==> config.mk <==
export PLATFORM = sky130hd
export DESIGN_NAME = pc_ir_unit_flat
export DESIGN_NICKNAME = d
export VERILOG_FILES = /design/src/rtl/riscv_pkg.sv /design/src/rtl/pc_ir_unit_if.sv /design/src/rtl/pc_ir_unit_branch_cond.sv /design/src/rtl/pc_ir_unit.sv /design/src/flat_wrapper.sv
export SDC_FILE = /design/constraint.sdc
export NUM_CORES = 1
export LEC_CHECK = 0
export ABC_AREA = 1
export BUFFER_PORTS_ARGS = -buffer_cell sky130_fd_sc_hd__buf_2
export CORE_MARGIN = 4
export CORE_UTILIZATION = 25
export DETAILED_ROUTE_END_ITERATION = 7
export REMOVE_ABC_BUFFERS = 1
export SLEW_MARGIN = 40
export SYNTH_ARGS = -nofsm -noshare
export SYNTH_HDL_FRONTEND = slang
export SYNTH_HIERARCHICAL = 1
export SYNTH_SLANG_ARGS = --single-unit
==> constraint.sdc <==
create_clock -name clk -period 1.9 [get_ports clk]
set_clock_uncertainty 0.15 [all_clocks]
set_input_delay 0.475 -clock clk [delete_from_list [all_inputs] [get_ports clk]]
set_output_delay 0.475 -clock clk [all_outputs]
set_load 0.005 [all_outputs]
==> src/rtl/riscv_pkg.sv <==
// Shared RISC-V constants for the PC/IR stage: branch funct3 codes, the
// architectural NOP and the fetch-handshake state encoding.
package riscv_pkg;

    localparam logic [2:0] F3_BEQ  = 3'b000;
    localparam logic [2:0] F3_BNE  = 3'b001;
    localparam logic [2:0] F3_BLT  = 3'b100;
    localparam logic [2:0] F3_BGE  = 3'b101;
    localparam logic [2:0] F3_BLTU = 3'b110;
    localparam logic [2:0] F3_BGEU = 3'b111;

    // addi x0,x0,0
    localparam logic [31:0] NOP_INSTR = 32'h0000_0013;

    typedef enum logic {
        F_IDLE = 1'b0,
        F_WAIT = 1'b1
    } fetch_state_t;

endpackage

==> src/rtl/pc_ir_unit_if.sv <==
// Bundle between the multicycle control FSM / datapath (master) and the
// PC/IR stage (slave).
interface pc_ir_unit_if;

    logic        ir_write;
    logic        pc_update;
    logic        branch;
    logic [2:0]  funct3;
    logic        zero;
    logic        negative;
    logic        carry;
    logic        overflow;
    logic [31:0] result;
    logic [31:0] read_data;
    logic        mem_ready;

    logic [31:0] pc;
    logic [31:0] old_pc;
    logic [31:0] instr;
    logic        pc_write;
    logic        stall;
    logic        fault;
    logic [31:0] instret;

    modport master (
        output ir_write, pc_update, branch, funct3,
        output zero, negative, carry, overflow,
        output result, read_data, mem_ready,
        input  pc, old_pc, instr, pc_write, stall, fault, instret
    );

    modport slave (
        input  ir_write, pc_update, branch, funct3,
        input  zero, negative, carry, overflow,
        input  result, read_data, mem_ready,
        output pc, old_pc, instr, pc_write, stall, fault, instret
    );

endinterface

==> src/rtl/pc_ir_unit_branch_cond.sv <==
// Branch-taken decision from funct3 and the flags of the A-B compare.
module branch_cond
    import riscv_pkg::*;
(
    input  logic [2:0] funct3,
    input  logic       zero,
    input  logic       negative,
    input  logic       carry,
    input  logic       overflow,
    output logic       taken
);

    always_comb begin
        taken = 1'b0;
        case (funct3)
            F3_BEQ:  taken = zero;
            F3_BNE:  taken = ~zero;
            F3_BLT:  taken = negative ^ overflow;
            F3_BGE:  taken = ~(negative ^ overflow);
            // carry is the no-borrow flag of A-B, so A<B unsigned is !carry
            F3_BLTU: taken = ~carry;
            F3_BGEU: taken = carry;
            default: taken = 1'b0;
        endcase
    end

endmodule

==> src/rtl/pc_ir_unit.sv <==
// PC / OldPC / IR stage with pending-fetch handshake and misalign fault.
// Optional retired-fetch counter enabled by defining PC_IR_INSTRET_EN.
module pc_ir_unit #(
    parameter logic [31:0] RESET_PC  = 32'h0000_0000,
    parameter logic [31:0] NOP_INSTR = riscv_pkg::NOP_INSTR
) (
    input  logic         clk,
    input  logic         reset,
    pc_ir_unit_if.slave  bus
);

    import riscv_pkg::fetch_state_t;
    import riscv_pkg::F_IDLE;
    import riscv_pkg::F_WAIT;

    fetch_state_t state_reg;
    fetch_state_t state_next;

    logic [31:0] pc_reg;
    logic [31:0] old_pc_reg;
    logic [31:0] instr_reg;
    logic        fault_reg;

    logic taken;
    logic write_req;
    logic misalign;
    logic pc_write;
    logic fetch_start;
    logic fetch_done;
    logic protocol_err;

    branch_cond u_branch_cond (
        .funct3   (bus.funct3),
        .zero     (bus.zero),
        .negative (bus.negative),
        .carry    (bus.carry),
        .overflow (bus.overflow),
        .taken    (taken)
    );

    assign misalign     = (bus.result[1:0] != 2'b00);
    assign write_req    = bus.pc_update | (bus.branch & taken);
    assign pc_write     = write_req & ~misalign;
    assign fetch_start  = (state_reg == F_IDLE) & bus.ir_write;
    assign fetch_done   = (state_reg == F_IDLE) ? (bus.ir_write & bus.mem_ready)
                                                : bus.mem_ready;
    assign protocol_err = (state_reg == F_WAIT) & bus.ir_write;

    always_ff @(posedge clk) begin
        if (reset) begin
            state_reg <= F_IDLE;
        end else begin
            state_reg <= state_next;
        end
    end

    // A stray ir_write while waiting only faults; mem_ready still completes
    // the outstanding fetch.
    always_comb begin
        state_next = state_reg;
        case (state_reg)
            F_IDLE:  if (bus.ir_write && !bus.mem_ready) state_next = F_WAIT;
            F_WAIT:  if (bus.mem_ready) state_next = F_IDLE;
            default: state_next = F_IDLE;
        endcase
    end

    always_comb begin
        bus.stall = (state_reg == F_WAIT);
    end

    always_ff @(posedge clk) begin
        if (reset) begin
            pc_reg     <= RESET_PC;
            old_pc_reg <= RESET_PC;
            instr_reg  <= NOP_INSTR;
            fault_reg  <= 1'b0;
        end else begin
            if (pc_write) begin
                pc_reg <= bus.result;
            end
            // pc_reg here is the pre-update value even if pc_write fires too
            if (fetch_start) begin
                old_pc_reg <= pc_reg;
            end
            if (fetch_done) begin
                instr_reg <= bus.read_data;
            end
            if ((write_req && misalign) || protocol_err) begin
                fault_reg <= 1'b1;
            end
        end
    end

`ifdef PC_IR_INSTRET_EN
    logic [31:0] instret_reg;

    always_ff @(posedge clk) begin
        if (reset) begin
            instret_reg <= 32'd0;
        end else if (fetch_done) begin
            instret_reg <= instret_reg + 32'd1;
        end
    end

    assign bus.instret = instret_reg;
`else
    assign bus.instret = 32'd0;
`endif

    assign bus.pc       = pc_reg;
    assign bus.old_pc   = old_pc_reg;
    assign bus.instr    = instr_reg;
    assign bus.pc_write = pc_write;
    assign bus.fault    = fault_reg;

endmodule

==> src/flat_wrapper.sv <==
// flat-port wrapper written by rule: the top's interface ports become plain ports
module pc_ir_unit_flat import riscv_pkg::fetch_state_t; import riscv_pkg::F_IDLE; import riscv_pkg::F_WAIT;
#(
    parameter logic [31:0] RESET_PC  = 32'h0000_0000,
    parameter logic [31:0] NOP_INSTR = riscv_pkg::NOP_INSTR
)
  (clk, reset, bus_ir_write, bus_pc_update, bus_branch, bus_funct3, bus_zero, bus_negative, bus_carry, bus_overflow, bus_result, bus_read_data, bus_mem_ready, bus_pc, bus_old_pc, bus_instr, bus_pc_write, bus_stall, bus_fault, bus_instret);
  pc_ir_unit_if bus_i ();
  input  logic clk;
  input  logic reset;
  input wire logic [$bits(bus_i.ir_write)-1:0] bus_ir_write;
  input wire logic [$bits(bus_i.pc_update)-1:0] bus_pc_update;
  input wire logic [$bits(bus_i.branch)-1:0] bus_branch;
  input wire logic [$bits(bus_i.funct3)-1:0] bus_funct3;
  input wire logic [$bits(bus_i.zero)-1:0] bus_zero;
  input wire logic [$bits(bus_i.negative)-1:0] bus_negative;
  input wire logic [$bits(bus_i.carry)-1:0] bus_carry;
  input wire logic [$bits(bus_i.overflow)-1:0] bus_overflow;
  input wire logic [$bits(bus_i.result)-1:0] bus_result;
  input wire logic [$bits(bus_i.read_data)-1:0] bus_read_data;
  input wire logic [$bits(bus_i.mem_ready)-1:0] bus_mem_ready;
  output wire logic [$bits(bus_i.pc)-1:0] bus_pc;
  output wire logic [$bits(bus_i.old_pc)-1:0] bus_old_pc;
  output wire logic [$bits(bus_i.instr)-1:0] bus_instr;
  output wire logic [$bits(bus_i.pc_write)-1:0] bus_pc_write;
  output wire logic [$bits(bus_i.stall)-1:0] bus_stall;
  output wire logic [$bits(bus_i.fault)-1:0] bus_fault;
  output wire logic [$bits(bus_i.instret)-1:0] bus_instret;
  assign bus_i.ir_write = bus_ir_write;
  assign bus_i.pc_update = bus_pc_update;
  assign bus_i.branch = bus_branch;
  assign bus_i.funct3 = bus_funct3;
  assign bus_i.zero = bus_zero;
  assign bus_i.negative = bus_negative;
  assign bus_i.carry = bus_carry;
  assign bus_i.overflow = bus_overflow;
  assign bus_i.result = bus_result;
  assign bus_i.read_data = bus_read_data;
  assign bus_i.mem_ready = bus_mem_ready;
  assign bus_pc = bus_i.pc;
  assign bus_old_pc = bus_i.old_pc;
  assign bus_instr = bus_i.instr;
  assign bus_pc_write = bus_i.pc_write;
  assign bus_stall = bus_i.stall;
  assign bus_fault = bus_i.fault;
  assign bus_instret = bus_i.instret;
  pc_ir_unit #(.RESET_PC(RESET_PC), .NOP_INSTR(NOP_INSTR)) u_core (.clk(clk), .reset(reset), .bus(bus_i));
endmodule
# Word-level counts from Yosys, hierarchy flattened
# Cells that the tools add are included.
# totals
register_bits	98
# classes
bitwise_logic	12
n_eq_ne	5
mux	5
reduce_logical	6
# op_table
op	n
$eq A3 B3 Y1 const B	4
$pmux W1 S6	1
$and A1 B1 Y1	5
$not A1 Y1	5
$eq A3 B1 Y1 const B	1
$logic_not A3 Y1	1
$mux W1	3
$logic_and A1 B1 Y1	2
$pmux W1 S2	1
$reduce_bool A2 Y1	1
$logic_not A1 Y1	1
$logic_or A1 B1 Y1	1
$or A1 B1 Y1	1
$xor A1 B1 Y1	1

# Longest topological paths before layout
# Gate-level depths: netlist (run 1).
# logic_depth
depth_word	7
depth_mapped	11
ltp_nobuf	10

# Cells and area by module
# Netlist (run 1), hierarchy kept.
# modules_own_cells
mod	area_each_um2	cells_each	n_inst
pc_ir_unit	4159.0	588	1
branch_cond	111.4	27	1

# Least setup slack after synthesis (run 1)
# OpenSTA, ideal clock, no wires.
# synth_timing
path_type	input to output
from	in bus_funct3[0]
to	out bus_pc_write
t_arrival_ns	1.096
path_slack_ns	0.179
required_ns	1.275
stages	9
cell_sequence	inv_1 nand2_2 nor2_1 nand2_1 nand4_1 nand2_1 nand2_1 nand2_1 inv_1
# synth_via
elab_chain_len	5
# synth_lines
element	line	text
start, declared	flat_wrapper.sv:14	input wire logic [$bits(bus_i.funct3)-1:0] bus_funct3;
$eq A3 B3 Y1 (tied with other cells)	pc_ir_unit_branch_cond.sv:15	case (funct3)
$pmux W1 S6 (*)	pc_ir_unit_branch_cond.sv:15	
named net u_core.taken	pc_ir_unit.sv:24	logic taken;
$and A1 B1 Y1 (*)	pc_ir_unit.sv:42	assign write_req = bus.pc_update | (bus.branch & taken);
$or A1 B1 Y1 (*)	pc_ir_unit.sv:42	
$and A1 B1 Y1 (*)	pc_ir_unit.sv:43	assign pc_write = write_req & ~misalign;
end, declared	flat_wrapper.sv:25	output wire logic [$bits(bus_i.pc_write)-1:0] bus_pc_write;
# Mark *: on every way through the listed nets, which the timed path passes. The rest lies on a longest branch.

# Worst setup path in the final report (run 1)
# layout_timing
from	in bus_funct3[1]
to	out bus_pc_write
# Same word-level chain as after synthesis.

==> results of run 1 <==
synthesized netlist by cell type:
master and count:
a21oi_1 32, buf_1 2, buf_2 20, buf_4 33
buf_6 6, clkbuf_1 5, conb_1 1, dfxtp_1 98
inv_1 72, inv_2 1, nand2_1 114, nand2_2 2
nand3_1 34, nand3b_1 1, nand4_1 1, nor2_1 146
nor2_2 12, nor2_4 1, nor3_1 1, o21ai_0 33
power by group through the flow:
stage / clock (uW) / combinational, uW / sequential [uW]
after CTS: 1840 / 753 / 2270
after global routing: 1930 / 848 / 2290
after floorplan: 0 / 367 / 2330
final: 1760 / 745 / 2270
after global placement: 0 / 734 / 2320
after detailed placement: 0 / 741 / 2320
placed cells by master, fill, tap and decap left out, types with 3 or more instances in the layout:
cell and instances:
nor2_2 12, nor2_1 145, conb_1 32, clkbuf_8 3, clkbuf_16 9, nand3_1 34, buf_2 171, buf_4 10
inv_1 67, nand2_2 5, o21ai_0 33, dfxtp_1 98, a21oi_1 32, nand2_1 111, buf_12 4, inv_2 4
logic make-up (layout without fill, tap and decap cells):
group,count (synthesis),after routing,share of synthesized area [%]
and+or+nand+nor,312,312,29.6
buffers and inverters,139,278,16.8
DFF,98,98,45.9
AOI/OAI and AO/OA,65,65,7.62
other,1,32,0.0878
metrics by stage:
stage / total power, uW / utilization, % / worst slack [ps]
2_1_floorplan: 2690 / - / -723
3_3_place_gp: 3050 / 31.6 / -112
3_5_place_dp: 3060 / 31.6 / -122
4_1_cts: 4870 / 33.5 / -37.7
5_1_grt: 5070 / 33.6 / -71.1
6_report: 4770 / 33.6 / 0.237
timing repair:
| action | in CTS | in global routing |
|---|---|---|
| pin swaps | 7 | 8 |
| setup endpoints to repair | 1 | 1 |
| setup buffers | 1 | 0 |
| resized for setup | 10 | 6 |
layout make-up:
type	instances	area, sq um	area share [%]
Clock buffer	14	274	4.90
Clock inverter	2	10.0	0.179
Inverter	73	279	4.99
Multi-Input combinational cell	409	1720	30.9
Sequential cell	98	1960	35.1
Tap cell	220	275	4.93
Timing Repair Buffer	189	1060	19.0
per-layer routing:
layer | vias to the layer above | routed length [um] | global-route usage, %
met5 | - | 0 | 0
met3 | 10 | 893 | 4.17
met1 | 1735 | 5440 | 15.9
li1 | 2123 | - | -
met2 | 140 | 5010 | 17.5
met4 | 0 | 123 | 3.09
worst min-delay path by stage:
stage	endpoint	slack [ps]	cells after the start
6_report	u_core/bus.stall	180	2
5_1_grt	u_core/bus.stall	170	2
4_1_cts	u_core/bus.stall	160	2
3_5_place_dp	u_core/bus.pc[0]	300	2
3_3_place_gp	u_core/bus.pc[1]	290	2
2_1_floorplan	u_core/bus.pc[0]	300	2
worst max-delay path, delay by kind of cell:
| family | cells | cell delay, ps |
|---|---|---|
| and+or+nand+nor | 7 | 490 |
| buffers and inverters | 4 | 310 |
==> metrics, run 1 <==
Syn Area/Cell=approximately 7 sq um; Static Leak=just over 0.003 uW; sequential area share after synthesis=45.9%; sw frac=between 20% and 30%; arrival time worst endpoint=between 1000 and 1500 ps; Setup-failing EPs final=0; f_max=526 MHz; detailed placer's ending HPWL=roughly 8300 um; unrepaired setup endpoints after global routing=true; DR WL/cell=about 11 um; HP Start=bus_mem_ready; top post-synthesis cells by area=dfxtp_1 (46%), nor2_1 (13%), nand2_1 (10%), inv_1 (6.3%), buf_4 (5.8%); Worst-path clk slew=approximately 60 ps; Crit Reg-Reg Startpoint=u_core/bus.stall; R2R depth=6; Worst EP required=approximately 1300 ps; HP Class=in2reg; count of cell types in the netlist=20; crit path launch=bus_funct3[1]; Inserted Diodes=0; Crit path top cell by count=nand2_2; Yosys reg bits=98; cts hold-fix bufs=0; # DRC=0; final wirelength=11500 um; reg2reg setup slack=about 600 ps; top cell type's share of synthesized area=around 46%; Cell Area, Placed=0.00525 sq mm; vias per cell=3.99; routed via count=approximately 4000; layout cells sized above 1=between 20% and 30%; Worst Setup EP=bus_pc_write; clk root buf=clkbuf_16; Routed Antenna Nets=0; reg2reg end=u_core/bus.instr[9]; Worst path slowest cell=buf_8; input/output buffers=175; antenna violations before repair=0; minimum clock period=approximately 1900 ps; Worst-Skew Late Latency=340 ps; initial core utilization=around 26%; Finished Layout Cells=about 1000; fin area=roughly 0.0056 sq mm; max incr delay on CP=100 ps; Die H=around 140 um; dominant cell type by area after synthesis=dfxtp_1; clock network power share=36.8%; mapped cell area=around 0.0043 sq mm; die width=approximately 140 um; cell count after synthesis=roughly 600; Core Area=approximately 0.017 sq mm; max cap viols=0; Placed Cells=around 1000; CTS buffer count=9; outcome=finished, final reports clean; Switching Power=around 1300 uW; H-tree Lvls=3; number of synthesis warnings=6; fin nets=about 860; PD cells=854 mW/mm^2; DRT Pass-1 Iters=4; total die area=between 0.015 and 0.02 sq mm; Max clock buf depth=2; area added between synthesis and finish=30.9%; CTS tree=yes; Worst VDD drop=roughly 0.38 mV; combinational fraction of design power=15.6%; Setup CP Type=in2out; Final Max Slew Viols=0; Worst Setup End Kind=primary output; cells along the critical path=buf_8, inv_4, nand2_2, nor2_1, nand2_1, nand4_1, nand2_1, nand2_2, nand2_2, inv_2, buf_6; largest net degree at the start of global routing=75; fin crit share=between 90% and 100%; number of global-route vias before repair=approximately 3600; GRT overflow=0; Reg power frac=a little under half; FP Rows=47; fill count=roughly 1800; routability cong.=0.801; setup_tns=0 ps; CP max FO=2; Final Hold Vio Count=0; Int Pwr=about 3500 uW; global-route wire length before repair=18500 um; Total GRT Usage=between 10% and 20%; I/O pins=about 210; hold slack=179 ps; Starting DRT DRC Count=119; Startpoint Class=primary input; Sink Count=98
Power figures use the tool's default switching activity.
==> inputs of run 2 (changes only) <==
SYNTH_HIERARCHICAL = default   (was 1)
==> run 2 against run 1 <==
Effect of this change:
- the run now ends with setup timing left
- clock power rose by 9.7%
- setup slack worse by 5.5 ps
- hold slack worse by 18 ps
- routed wire length grew 0.58%
- final area shrank 3.9%
- count of clock-buffer cells in the layout decreased by 4
- synthesized cell count is 10% lower
- non-clock buffer count rose by 2
- total power up 2.7%
- via count shrank 4.3%
- flip-flop and latch count is the same
- highest routed layer unchanged
==> metrics, run 2 <==
reg2reg end=u_core.bus.instr[24]; fill count=about 1700; Finished Layout Cells=around 940; minimum clock period=about 1900 ps; total die area=about 0.018 sq mm; top cell type's share of synthesized area=around half; violated checks=setup timing; HP Class=in2reg; Sink Count=between 90 and 100; Worst EP required=about 1300 ps; HP Start=bus_mem_ready; GRT overflow=0; Synth Flop Type=dfxtp_1; Startpoint Class=primary input; Die H=135 um; Yosys reg bits=98; max incr delay on CP=around 140 ps; Hold Path Sink=u_core.bus.stall; R2R depth=5; Crit path top cell by count=nand2_1; Post-synth EDFFs=0; CTS buffer count=9; cells along the critical path=buf_8, o21bai_1, nand2_1, nand2_1, nor2_1, nand2_1, nand2_4, nand2_2, inv_2, buf_6; fin nets=roughly 800; Crit Reg-Reg Startpoint=u_core.bus.stall; count of cell types in the netlist=19; global-route wire length before repair=17900 um; # DRC=0; most common cell after layout, fill and taps aside=buf_2; most frequent cell after synthesis=nor2_1; multi-input logic area=~0.0016 sq mm; dominant cell type by area after synthesis=dfxtp_1; Core Area=approximately 0.016 sq mm; Pwr Total=between 4000 and 5000 uW; hold slack=about 160 ps; largest net degree at the start of global routing=39; f_max=525 MHz; Inserted Diodes=0; detailed placer's ending HPWL=roughly 8300 um; Worst-Skew Late Latency=roughly 340 ps; number of global-route vias before repair=about 3500; Final Hold Vio Count=0; final worst slack=-5.26 ps; input/output buffers=approximately 180; clk root buf=clkbuf_16; reg2reg setup slack=between 500 and 600 ps; WHS Path Cells=2; setup_tns=-5.26 ps; share of flip-flops with an asynchronous set or reset=0%; layout cells sized above 1=29.8%; top post-synthesis cells by area=dfxtp_1 (49%), nor2_1 (15%), o21ai_0 (7.6%), buf_4 (6.0%), nand2_1 (4.7%); Worst VDD drop=~0.41 mV; Worst-path clk slew=around 60 ps; final wirelength=~12000 um; CP max FO=4; Register Area=between 0.0015 and 0.002 sq mm; I/O pins=208; mapped cell area=between 0.004 and 0.005 sq mm; fin crit share=100%; outcome=finished, violations left; Worst Setup End Kind=primary output; max cap viols=0; DRT Pass-1 Iters=4; initial core utilization=around 25%; CP Buf/Inv Count=3; top cells by count, synth=nor2_1 (159), dfxtp_1 (98), o21ai_0 (61); PD cells=~910 mW/mm^2; antenna violations before repair=0; FP Rows=46; Worst path slowest cell=o21bai_1; cell count after synthesis=551; Setup-failing EPs final=1; most frequent cells in the layout=buf_2 (172), nor2_1 (157), dfxtp_1 (98), o21ai_0 (61), nand2_1 (49); area added between synthesis and finish=33.9%; routability cong.=0.771; Total GRT Usage=between 10% and 20%; arrival time worst endpoint=between 1000 and 1500 ps; unrepaired setup endpoints after global routing=true; H-tree Lvls=3; vias per cell=around 4.1; Starting DRT DRC Count=about 110; sequential area share after synthesis=between 40% and 50%; Setup CP Type=in2out; Static Leak=~0.0028 uW; CTS tree=yes; Placed Cells=slightly above 900; Routed Antenna Nets=0; Syn Area/Cell=approximately 7.3 sq um; routed via count=between 3000 and 4000; DR WL/cell=12.3 um; CP top delay family=simple AND/OR/NAND/NOR gates; number of synthesis warnings=0; die width=approximately 130 um; Final Max Slew Viols=0; Max clock buf depth=2
## run 2: cell types whose count changed after synthesis, moves of 12 or more
cell | before | now
nand2_1 | 114 | 50
inv_1 | 72 | 42
o21ai_0 | 33 | 61
buf_2 | 20 | 4
clkbuf_1 | 5 | 21
nor2_1 | 146 | 159
nor2_2 | 12 | 0
## run 2: kinds of logic (layout without fill, tap and decap cells)
kind of cell           after synthesis  in the layout  synth area share, %
AOI/OAI and AO/OA                   96             96                 12.1
DFF                                 98             98                 48.9
buffers and inverters              109            249                 14.4
and+or+nand+nor                    247            247                 24.4
other                                1             32               0.0935
## run 2: power by group
group          internal (uW)  switching [uW]
Sequential              2200            77.1
Clock                   1140             787
Combinational            308             390
Total                   3650            1250
## run 2: layout make-up
cell class / instances / area share (%)
timing repair buffer: 191 / 19.7
clock inverter: 5 / 1.49
multi-input combinational: 375 / 30.0
clock buffer: 10 / 4.26
inverter: 43 / 3.00
tap: 216 / 5.03
sequential: 98 / 36.5
## run 2: stage by stage
stage | instance area [sq um] | setup slack, ps | utilization, %
6_report | 5370 | -5.26 | 33.9
2_1_floorplan | 3710 | -1360 | -
5_1_grt | 5370 | -111 | 33.9
3_3_place_gp | 5030 | -113 | 31.8
4_1_cts | 5350 | -69.3 | 33.8
3_5_place_dp | 5030 | -110 | 31.8
## run 2: worst max path at each step
| stage | slack (ps) | to | from | cells past startpoint |
|---|---|---|---|---|
| after floorplan | -1360 | bus_pc_write | bus_result[1] | 3 |
| after global placement | -110 | bus_pc_write | bus_funct3[1] | 10 |
| after detailed placement | -110 | bus_pc_write | bus_funct3[1] | 10 |
| after CTS | -70 | bus_pc_write | bus_funct3[1] | 10 |
| after global routing | -110 | bus_pc_write | bus_funct3[1] | 10 |
| final | -5 | bus_pc_write | bus_funct3[1] | 10 |
## run 2: worst reg2reg max path, delay by kind of cell (launching register included)
kind	cells	cell delay [ps]
buffers and inverters	2	370
AO/OA/AOI/OAI	1	110
AND/OR/NAND/NOR	2	200
flip-flops	1	450
## run 2: per-layer routing
layer	up-vias	track usage (%)	wire length, um
li1	1996	-	-
met1	1684	16.3	5310
met2	141	18.8	5010
met3	13	4.32	1010
met4	0	5.20	197
met5	-	0	0
## run 2: repair_timing
action | CTS | global route
gates resized for setup | 3 | 4
setup buffers | 1 | 0
endpoints found under the setup margin | 1 | 1
hold buffers | 0 | 0
pin swaps | 5 | 4
==> inputs of run 3 (changes only) <==
PLACE_DENSITY_LB_ADDON = 0.12   (was default)
==> run 3 against run 2 <==
Effect of this change:
- non-clock buffer count down 1
- maximum frequency down 1.5%
- sequential power about the same
- flip-flop and latch count unchanged
- global-route usage up 0.39 points
- routed wire length up 4.7%
- core utilization down 0.055 points
- sequential share of layout area up 0.060 points
- setup slack worse by 29 ps
- highest routed layer unchanged
- final area down 0.16%
- register-to-register slack better by 60 ps
- the flow still finishes with violations (setup timing)
- total power down 3.1%
==> metrics, run 3 (synthesis results as in run 2) <==
outcome=finished, violations left; violated checks=setup timing; Worst EP required=1270 ps; setup_tns=-34.5 ps; Reg power frac=a little under half; Worst-path clk slew=around 60 ps; sw frac=roughly a quarter; final worst slack=-34.5 ps; vias per cell=4.16; die width=135 um; antenna violations before repair=0; DRT Pass-1 Iters=4; Final Max Slew Viols=0; CP max FO=3; routed via count=between 3000 and 4000; CTS tree=yes; Worst-Skew Late Latency=around 340 ps; global-route wire length before repair=approximately 19000 um; max cap viols=0; f_max=~520 MHz; Sink Count=98; Total GRT Usage=12.8%; Worst VDD drop=about 0.37 mV; routability cong.=approximately 0.7; most frequent cells in the layout=buf_2 (172), nor2_1 (157), dfxtp_1 (98), o21ai_0 (61), nand2_1 (49); Inserted Diodes=0; Startpoint Class=primary input; Final Core Density=roughly a third; combinational fraction of design power=between 10% and 20%; DR WL/cell=roughly 13 um; fin area=roughly 0.0054 sq mm; input/output buffers=between 150 and 200; Int Pwr=3530 uW; PD cells=about 900 mW/mm^2; Die H=about 130 um; I/O pins=about 210; arrival time worst endpoint=roughly 1300 ps; Switching Power=1220 uW; Placed Cells=921; most common cell after layout, fill and taps aside=buf_2; number of global-route vias before repair=3742; R2R depth=5; H-tree Lvls=3; clk root buf=clkbuf_16; fin crit share=102%; CTS buffer count=9; Static Leak=~0.0028 uW; area added between synthesis and finish=33.6%; Worst Setup End Kind=primary output; Final Hold Vio Count=0; cts hold-fix bufs=0; clock network power share=37.1%; FP Rows=between 40 and 50; detailed placer's ending HPWL=8550 um; reg2reg setup slack=about 630 ps; Cell Area, Placed=between 0.005 and 0.006 sq mm; fin nets=794; Finished Layout Cells=937; total die area=~0.018 sq mm; WHS Path Cells=2; GRT overflow=0; Max clock buf depth=2; initial core utilization=between 20 and 30%; # DRC=0; largest net degree at the start of global routing=62; pre-CTS WS=-155 ps; HP Class=in2reg; layout cells sized above 1=a little under 30%; Starting DRT DRC Count=97; Setup CP Type=in2out; minimum clock period=between 1500 and 2000 ps; final wirelength=roughly 12000 um; unrepaired setup endpoints after global routing=true; Setup-failing EPs final=1; Routed Antenna Nets=0; Core Area=about 0.016 sq mm
[run 3: changes by cell type in the layout (fill, tap and decap cells not counted), moves of 2 or more]
cell	previous run	this run
bufinv_16	2	0
buf_12	3	5
clkbuf_8	0	4
buf_4	13	11
clkinvlp_4	2	0
[run 3: stage by stage]
step / hold slack [ps] / total power, uW
5_1_grt: 173 / 5040
3_3_place_gp: 304 / 3020
3_5_place_dp: 304 / 3030
6_report: 176 / 4750
2_1_floorplan: 304 / 2650
4_1_cts: 157 / 4860
[run 3: repair_timing]
action                     in CTS  in global routing
pin swaps                       5                  4
resized for setup               3                  4
setup endpoints to repair       1                  1
setup buffers                   1                  0
[run 3: final cells by class]
type                    count  area [sq um]
fillers                  1754         10500
flip-flops and latches     98          1960
multi-input cells         375          1610
repair buffers            190          1070
clock buffers              13           280
well taps                 216           270
inverters                  43           161
clock inverters             2          10.0
[run 3: per-layer routing]
metal	global-route usage, %	share of wire, %	vias up
met4	4.69	1.4	0
met5	0	0	-
li1	-	-	1992
met3	3.76	8.4	12
met2	20.2	45	146
met1	16.8	45	1744
[run 3: critical path: stages]
cell and delay, ps:
buf_2 90, inv_1 90, nand2_1 70, a21oi_1 150, nor2_1 60, nand2_1 90, nand2_4 60, nand2_2 60
inv_2 50, buf_6 110
[run 3: worst paths after layout]
| kind | to | startpoint |
|---|---|---|
| min | u_core.bus.stall | bus_mem_ready |
| max | bus_pc_write | bus_funct3[2] |
| max reg2reg | u_core.bus.old_pc[18] | u_core.bus.stall |
| min reg2reg | u_core.bus.pc[0] | u_core.bus.pc[0] |
[run 3: power groups by stage]
stage,combinational (uW),clock [uW],sequential [uW]
4_1_cts,721,1860,2280
5_1_grt,812,1940,2290
3_5_place_dp,712,0,2320
2_1_floorplan,325,0,2330
3_3_place_gp,705,0,2320
6_report,712,1760,2280
